`src/rtl/logic_ex_stage.sv`:
```
// logic_ex_stage: two-register execute stage for the logical-op path.
//
// Ports:
//   clk, rst          clock, synchronous active-high reset
//   flush             synchronous kill of every in-flight op
//   in_valid/in_ready upstream handshake (in_ready depends only on stage
//                     state and out_ready, never on in_valid)
//   in_a, in_b        operands
//   in_func           000 AND, 001 OR, 010 XOR, 011 NOR, 100 NOT(A),
//                     101..111 illegal (result 0)
//   in_rd             destination register tag
//   out_valid/ready   downstream handshake
//   out_result        registered result
//   out_zero          out_result == 0
//   out_illegal       captured func was 101/110/111
//   out_rd            destination tag of the result
//
// S1 captures the operands and S2 captures the result. All out_* come
// straight from the S2 registers, so there is no combinational path from
// the operands to the outputs.

// logic_unit32: combinational 32-bit logic core.
//   a, b    operands
//   func    operation select (encoding as above)
//   result  a op b; zero for illegal codes
module logic_unit32 (
    input  logic [31:0] a,
    input  logic [31:0] b,
    input  logic [2:0]  func,
    output logic [31:0] result
);
    always_comb begin
        result = '0;
        case (func)
            3'b000:  result = a & b;
            3'b001:  result = a | b;
            3'b010:  result = a ^ b;
            3'b011:  result = ~(a | b);
            3'b100:  result = ~a;
            default: result = '0;
        endcase
    end
endmodule

module logic_ex_stage #(
    parameter int WIDTH = 32,   // only 32 is supported (logic_unit32 is fixed)
    parameter int TAGW  = 5
) (
    input  logic             clk,
    input  logic             rst,
    input  logic             flush,
    input  logic             in_valid,
    output logic             in_ready,
    input  logic [WIDTH-1:0] in_a,
    input  logic [WIDTH-1:0] in_b,
    input  logic [2:0]       in_func,
    input  logic [TAGW-1:0]  in_rd,
    output logic             out_valid,
    input  logic             out_ready,
    output logic [WIDTH-1:0] out_result,
    output logic             out_zero,
    output logic             out_illegal,
    output logic [TAGW-1:0]  out_rd
);
    // S1: operand capture
    logic             s1_valid;
    logic [WIDTH-1:0] s1_a;
    logic [WIDTH-1:0] s1_b;
    logic [2:0]       s1_func;
    logic [TAGW-1:0]  s1_rd;

    // S2: result capture
    logic             s2_valid;
    logic [WIDTH-1:0] s2_result;
    logic             s2_zero;
    logic             s2_illegal;
    logic [TAGW-1:0]  s2_rd;

    logic [31:0]      lu_result;
    logic             s2_free;
    logic             s1_move;
    logic             accept;

    logic_unit32 u_lu (
        .a      (s1_a),
        .b      (s1_b),
        .func   (s1_func),
        .result (lu_result)
    );

    always_comb begin
        s2_free  = !s2_valid || out_ready;
        s1_move  = s1_valid && s2_free;
        in_ready = !s1_valid || s2_free;
        accept   = in_valid && in_ready;
    end

    always_ff @(posedge clk) begin
        if (rst) begin
            s1_valid   <= 1'b0;
            s1_a       <= '0;
            s1_b       <= '0;
            s1_func    <= '0;
            s1_rd      <= '0;
            s2_valid   <= 1'b0;
            s2_result  <= '0;
            s2_zero    <= 1'b0;
            s2_illegal <= 1'b0;
            s2_rd      <= '0;
        end else if (flush) begin
            // Kill in-flight ops; a simultaneous in_valid is dropped even
            // though in_ready may read high this cycle.
            s1_valid <= 1'b0;
            s2_valid <= 1'b0;
        end else begin
            if (accept) begin
                s1_valid <= 1'b1;
                s1_a     <= in_a;
                s1_b     <= in_b;
                s1_func  <= in_func;
                s1_rd    <= in_rd;
            end else if (s1_move) begin
                s1_valid <= 1'b0;
            end

            if (s1_move) begin
                s2_valid   <= 1'b1;
                s2_result  <= lu_result;
                s2_zero    <= (lu_result == '0);
                s2_illegal <= (s1_func > 3'b100);
                s2_rd      <= s1_rd;
            end else if (out_ready) begin
                s2_valid <= 1'b0;
            end
        end
    end

    assign out_valid   = s2_valid;
    assign out_result  = s2_result;
    assign out_zero    = s2_zero;
    assign out_illegal = s2_illegal;
    assign out_rd      = s2_rd;
endmodule

```
`config.mk`:
```
export PLATFORM = sky130hd
export DESIGN_NAME = logic_ex_stage
export DESIGN_NICKNAME = d
export VERILOG_FILES = /design/src/rtl/logic_ex_stage.sv
export SDC_FILE = /design/constraint.sdc
export NUM_CORES = 1
export LEC_CHECK = 0
export ABC_AREA = 1
export CAP_MARGIN = 10
export CORE_AREA = 2 2 137 206
export CTS_BUF_LIST = sky130_fd_sc_hd__clkbuf_16
export DETAILED_ROUTE_END_ITERATION = 7
export DIE_AREA = 0 0 139 208
export PLACE_DENSITY = 0.48
export SLEW_MARGIN = 5
export SYNTH_ARGS = -nofsm -noshare
export SYNTH_HDL_FRONTEND = slang
export SYNTH_HIERARCHICAL = 1
export SYNTH_SLANG_ARGS = --single-unit
```
`constraint.sdc`:
```
create_clock -name clk -period 3.6 [get_ports clk]
set_input_delay 0.72 -clock clk [delete_from_list [all_inputs] [get_ports clk]]
set_output_delay 0.72 -clock clk [all_outputs]
set_load 0.005 [all_outputs]
```
==> metrics.md, run 1 <==
| Metric | Value |
|---|---|
| Synth warnings | 6 |
| Post-Place Cells | 1403 |
| Setup CP Type | primary input to primary output |
| Distinct cells, synth | 27 |
| CTS Hold Bufs | 0 |
| Pwr Density | 423.0 mW/mm2 |
| CTS max path bufs | 2 |
| H-Tree Depth | 4 |
| Top-level I/O count | 118 |
| Drt drc | 0 |
| Top cells by count, synth | nor2_1 (266), nand2_1 (137), dfxtp_1 (113) |
| Vias per inst | 4.412 |
| Drt first pass iters | 7 |
| Area grow syn2layout | 28.18% |
| Most used cell, CP | clkdlybuf4s50_1 |
| Mean post-synth cell area | 6.753 um2 |
| Worst Setup Start Kind | primary input |
| Initial antenna violation count | 0 |
| Async S/R FF share, synth | 0% |
| Detailed Route Iter0 Violations | 333 |
| Cell Chain, Critical Path | clkdlybuf4s50_1, inv_1, nand3_2, clkdlybuf4s50_1 |
| Setup TNS Final | 0 ns |
| Clock Latency Late Sink | 0.42 ns |
| Die Y | 208 um |
| Fin crit period | 2.540 ns |
| Core area | 0.02704 mm2 |
| GP Congestion | 0.7421 |
| Overflow after GRT | 0 |
| Worst Max-Slew Pin Slew | 1.133 ns |
| Routed length per instance | 13.92 um |
| Final setup viols | 0 |
| Die Area | 0.02891 mm2 |
| Share of cells above drive strength 1 | 4.675% |
| Port Buffers | 117 |
| Final period util | 70.57% |
| Post CTS Setup Buffer Count | 0 |
| Share of the synthesized area in the top cell type | 33.63% |
| Clock skew | 0.007350 ns |
| CTS Buf Count | 17 |
| Root Driver | clkbuf_16 |
| Crit-path max FO | 3 |
| Inserted Diodes | 0 |
| First-pass GRT wire length | 32.45 mm |
| Largest net degree at the start of global routing | 109 |
| Max Slew Vio Count | 0 |
| Layout Cells excl Fill | 1433 |
| Post-synthesis sequential area ratio | 33.63% |
| TritonCTS clock tree | built |
| Post-synthesis cell area | 0.006726 mm2 |
| Vias in the first global route | 6164 |
| Post-route ant nets | 0 |
| Worst path required time | 2.88 ns |
| Overall power | 3647 uW |
| Leading area contributor after synthesis | dfxtp_1 |
| Slowest stage delay, CP | 0.50 ns |
| Worst hold path class | register to register |
| Post-DP HPWL | 13.88 mm |
| Leakage power total | 0.003855 uW |
| Setup ws final | 1.060 ns |
| Relative slew slack | 24.41% |
| Post-synthesis net count | 1137 |
| WP data arrival | 1.82 ns |
| Ys flop type | dfxtp_1 |
| DRT Wirelength | 19.94 mm |
| Max-cap violations | 0 |
| Status | finished, final reports clean |
| #FFs+latches synth | 113 |
| Total clock sinks | 113 |
| Die width | 139 um |
| Fin area | 0.008622 mm2 |
| Setup repair after global routing missed its margin | no |
| Post-Place Setup Slack | 1.046 ns |
| Via count | 6323 |
| Most frequent cell after synthesis | nor2_1 |
| Post_cts resized | 0 |
| Post-synth EDFFs | 0 |
| Clk slew on worst S/H paths | 0.05 ns |
| Nets | 1221 |
| FILL cells | 2980 |
| Rows | 74 |
| Total track usage | 14.15% |
| Peak supply drop | 0.0003321 V |
| Nature of the critical path endpoint | primary output |
| Initial cell density of the core | 24.88% |
| Placed instance area | 0.008066 mm2 |
| Synth top area cells | dfxtp_1 (34%), nor2_1 (15%), ha_1 (12%) |
| Max Clock Freq | 393.6 MHz |
| Mapped Cells | 996 |
| Final Hold Vio Count | 0 |
| CP max-delay cell | clkdlybuf4s50_1 |
## power by group
group | leakage (uW) | switching (uW) | internal (uW)
sequential | 0.000928 | 61.8 | 1320
clock | 0.000284 | 571 | 1050
combinational | 0.00264 | 372 | 266
total | 0.00385 | 1000 | 2640
## metal layers
metal  wire length, um  up-vias  GRT usage, %  part of all wire, %
met5                 0        -             0                    0
met4               491        0         5.677                  2.5
met3               813       24         2.670                  4.1
met2             10010      148         25.45                   50
met1              8626     2818         16.41                   43
li1                  -     3333             -                    -
## placed cells by master (no fill, tap or decap), types with 2 or more instances in the layout
master and count:
clkinv_2 2, nand4_1 32, nor2_1 266, clkinv_1 5, nand3_2 2, o21ai_1 8
clkdlybuf4s50_1 117, nand3b_1 12, clkbuf_16 17, nor2_4 5, inv_2 4, a21oi_1 9
nand2_1 137, buf_12 3, buf_4 9, o21ai_0 101, bufinv_16 3, inv_1 98
nand3_1 77, dfxtp_1 112, ha_1 64
## per-stage QoR
stage	utilization, %	hold slack, ns
finish	31.89	0.4745
global route	31.89	0.5071
CTS	31.89	0.4791
detailed placement	29.84	0.4667
global placement	29.84	0.4581
floorplan	-	0.4489
## cell families after synthesis
family,share of synthesized area (%)
AO/OA/AOI/OAI,8.891
adder cells (fa/ha/maj),11.90
buffers and inverters,11.46
flip-flops,33.63
AND/OR/NAND/NOR,34.11
## final cells by class
type / instances / area (um2) / share of cell area [%]
clock inverter: 13 / 130.1 / 1.509
timing repair buffer: 129 / 1299 / 15.06
clock buffer: 17 / 425.4 / 4.934
multi-input combinational: 719 / 3699 / 42.90
sequential: 113 / 2263 / 26.25
inverter: 100 / 377.9 / 4.383
tap: 342 / 427.9 / 4.963
## flip-flops by register name, indices dropped and copies added (netlist names)
register / count
s1_valid: 1
s1_a: 32
out_illegal: 1
out_result: 32
s1_rd: 5
out_rd: 5
out_valid: 1
s1_func: 3
s1_b: 32
out_zero: 1
## final timing paths
check | cells after the start | startpoint | slack (ns) | end
max reg2reg | 12 | s1_func[1] | 1.07 | out_zero
max | 4 | out_ready | 1.06 | in_ready
min reg2reg | 2 | s1_rd[0] | 0.47 | s1_rd[0]
min | 2 | s1_rd[0] | 0.47 | s1_rd[0]
## critical path, delay by kind of cell
| family | cells | cell delay [ns] |
|---|---|---|
| buf+inv | 3 | 1.02 |
| simple gates | 1 | 0.08 |
Note: power is estimated with default switching activity, not from simulation.
==> run 2: changes to the inputs <==
Settings changed: PLACE_DENSITY 0.48 to 0.49.
Clock period 3.6 ns to 2.2 ns, I/O delays scaled along.
==> metrics.md, run 2 (synthesis gave the netlist of run 1 again) <==
| Metric | Value |
|---|---|
| Status | finished, final reports clean |
| Worst path required time | 1.76 ns (-1.12 ns) |
| Most common cell after layout, fill and taps aside | nor2_1 |
| Worst Setup Start Kind | primary input |
| Clock skew | 0.01274 ns (+0.005387 ns) |
| Max-cap violations | 0 (unchanged) |
| WP data arrival | 1.57 ns (-0.25 ns) |
| Drt first pass iters | 5 (-2) |
| Max Clock Freq | 496.9 MHz |
| Vias per inst | 4.405 (-0.18%) |
| Setup repair after global routing missed its margin | no |
| Post-Place Setup Slack | 0.04883 ns (-0.9970 ns) |
| First-pass GRT wire length | 32.39 mm (-0.19%) |
| Max Slew Vio Count | 0 (unchanged) |
| Top-level I/O count | 118 (unchanged) |
| Peak supply drop | 0.0005888 V (+77%) |
| Initial antenna violation count | 0 (unchanged) |
| Most frequent cells in the layout | nor2_1 (265), nand2_1 (137), clkdlybuf4s50_1 (117) |
| Worst r2r dst | out_zero |
| Die Area | 0.02891 mm2 (unchanged) |
| Leakage power total | 0.003980 uW (+3.3%) |
| Worst Max-Slew Pin Slew | 0.4336 ns (-0.6990 ns) |
| H-Tree Depth | 4 (unchanged) |
| Total clock sinks | 113 (unchanged) |
| WHS Endpoint | s1_rd[2] |
| Clock Latency Late Sink | 0.42 ns (about the same) |
| Setup CP Type | primary input to primary output |
| Total track usage | 14.11% (-0.032 points) |
| CTS Buf Count | 17 (unchanged) |
| TritonCTS clock tree | built |
| GRT met2 Usage | 24.78% (-0.66 points) |
| CTS Hold Bufs | 0 (unchanged) |
| Hold Path Depth | 2 (unchanged) |
| Setup ws final | 0.1875 ns (-0.8721 ns) |
| Met3 GRT Util | 2.578% (-0.092 points) |
| Via count | 6413 (+1.4%) |
| Nets | 1242 (+1.7%) |
| Core area | 0.02704 mm2 (unchanged) |
| Initial cell density of the core | 24.88% (unchanged) |
| Root Driver | clkbuf_16 |
| Die Y | 208 um (unchanged) |
| Post-DP HPWL | 14.97 mm (+7.9%) |
| Crit-path max FO | 3 (unchanged) |
| Post-route ant nets | 0 (unchanged) |
| Overall power | 6200 uW (+70%) |
| FILL cells | 3000 (+0.67%) |
| Port Buffers | 117 (unchanged) |
| Final setup viols | 0 (unchanged) |
| DRT Wirelength | 20.20 mm (+1.3%) |
| Inserted Diodes | 0 (unchanged) |
| Final Hold Vio Count | 0 (unchanged) |
| Clk slew on worst S/H paths | 0.05 ns (about the same) |
| GRT Max-Usage Layer | met2 |
| Routed length per instance | 13.88 um (-0.31%) |
| Worst hold path class | register to register |
| Post CTS Setup Buffer Count | 0 (unchanged) |
| Rows | 74 (unchanged) |
| Worst R2R Path Depth | 13 (+1) |
| Reg2reg start | s1_func[1] |
| GP Congestion | 0.8006 (+7.9%) |
| Final period util | 91.48% |
| Die width | 139 um (unchanged) |
| Setup TNS Final | 0 ns (unchanged) |
| Post-Place Cells | 1424 (+1.5%) |
| HP Start | s1_rd[2] |
| Hold slack | 0.4736 ns (-0.0009060 ns) |
| Met1 Use GR | 16.73% (+0.32 points) |
| Post_cts resized | 0 (unchanged) |
| Nature of the critical path endpoint | primary output |
| Overflow after GRT | 0 (unchanged) |
| Drt drc | 0 (unchanged) |
| Vias in the first global route | 6190 (+0.42%) |
| R2R Setup Slk | 0.26 ns (-0.81 ns) |
| Layout Cells excl Fill | 1456 (+1.6%) |
| Relative slew slack | 70.99% (+47 points) |
| Share of cells above drive strength 1 | 7.002% (+2.3 points) |
| Area grow syn2layout | 31.92% |
| Pwr Density | 698.7 mW/mm2 (+65%) |
| Largest net degree at the start of global routing | 50 (-54%) |
| Detailed Route Iter0 Violations | 380 (+14%) |
| CTS max path bufs | 2 (unchanged) |
| Fin crit period | 2.012 ns |
[run 2: changes by cell type in the layout (fill, tap and decap cells not counted), moves of 2 or more]
| cell | delta |
|---|---|
| buf_4 | +15 |
| buf_12 | +2 |
| buf_6 | +2 |
| buf_8 | +2 |
| clkinv_2 | +2 |
| clkinvlp_4 | +2 |
| inv_1 | -2 |
[run 2: worst max path at each step]
stage	from	end	cells past startpoint
detailed placement	flush	s1_a[15]	6
global placement	flush	s1_a[15]	6
CTS	s1_func[0]	out_zero	15
finish	out_ready	in_ready	4
global route	s1_func[1]	out_zero	14
floorplan	s1_func[2]	out_zero	16
[run 2: critical path: stages]
cell,delay [ns]
clkdlybuf4s50_1,0.46
inv_1,0.06
nand3_2,0.08
clkdlybuf4s50_1,0.53
[run 2: layer usage]
layer  wire length (um)  share of wire [%]
met1               8940                 44
met2               9995                 49
met3                703                3.5
met4                562                2.8
met5                  0                  0
[run 2: final cells by class]
class	instances	area, um2	area share, %
Inverter	100	377.9	4.258
Sequential cell	113	2263	25.51
Clock inverter	15	173.9	1.960
Timing Repair Buffer	150	1504	16.95
Clock buffer	17	425.4	4.794
Tap cell	342	427.9	4.822
Multi-Input combinational cell	719	3701	41.71
[run 2: power breakdown]
part,total [uW],internal [uW],switching [uW]
Clock,2840,1860,976
Sequential,2260,2160,95.5
Combinational,1100,476,627
[run 2: per-stage QoR]
step                      instance area, um2  util (%)
after global routing                    8874     32.82
after floorplan                         6726         -
after CTS                               8843     32.71
after detailed placement                8244     30.49
final                                   8874     32.82
after global placement                  8244     30.49
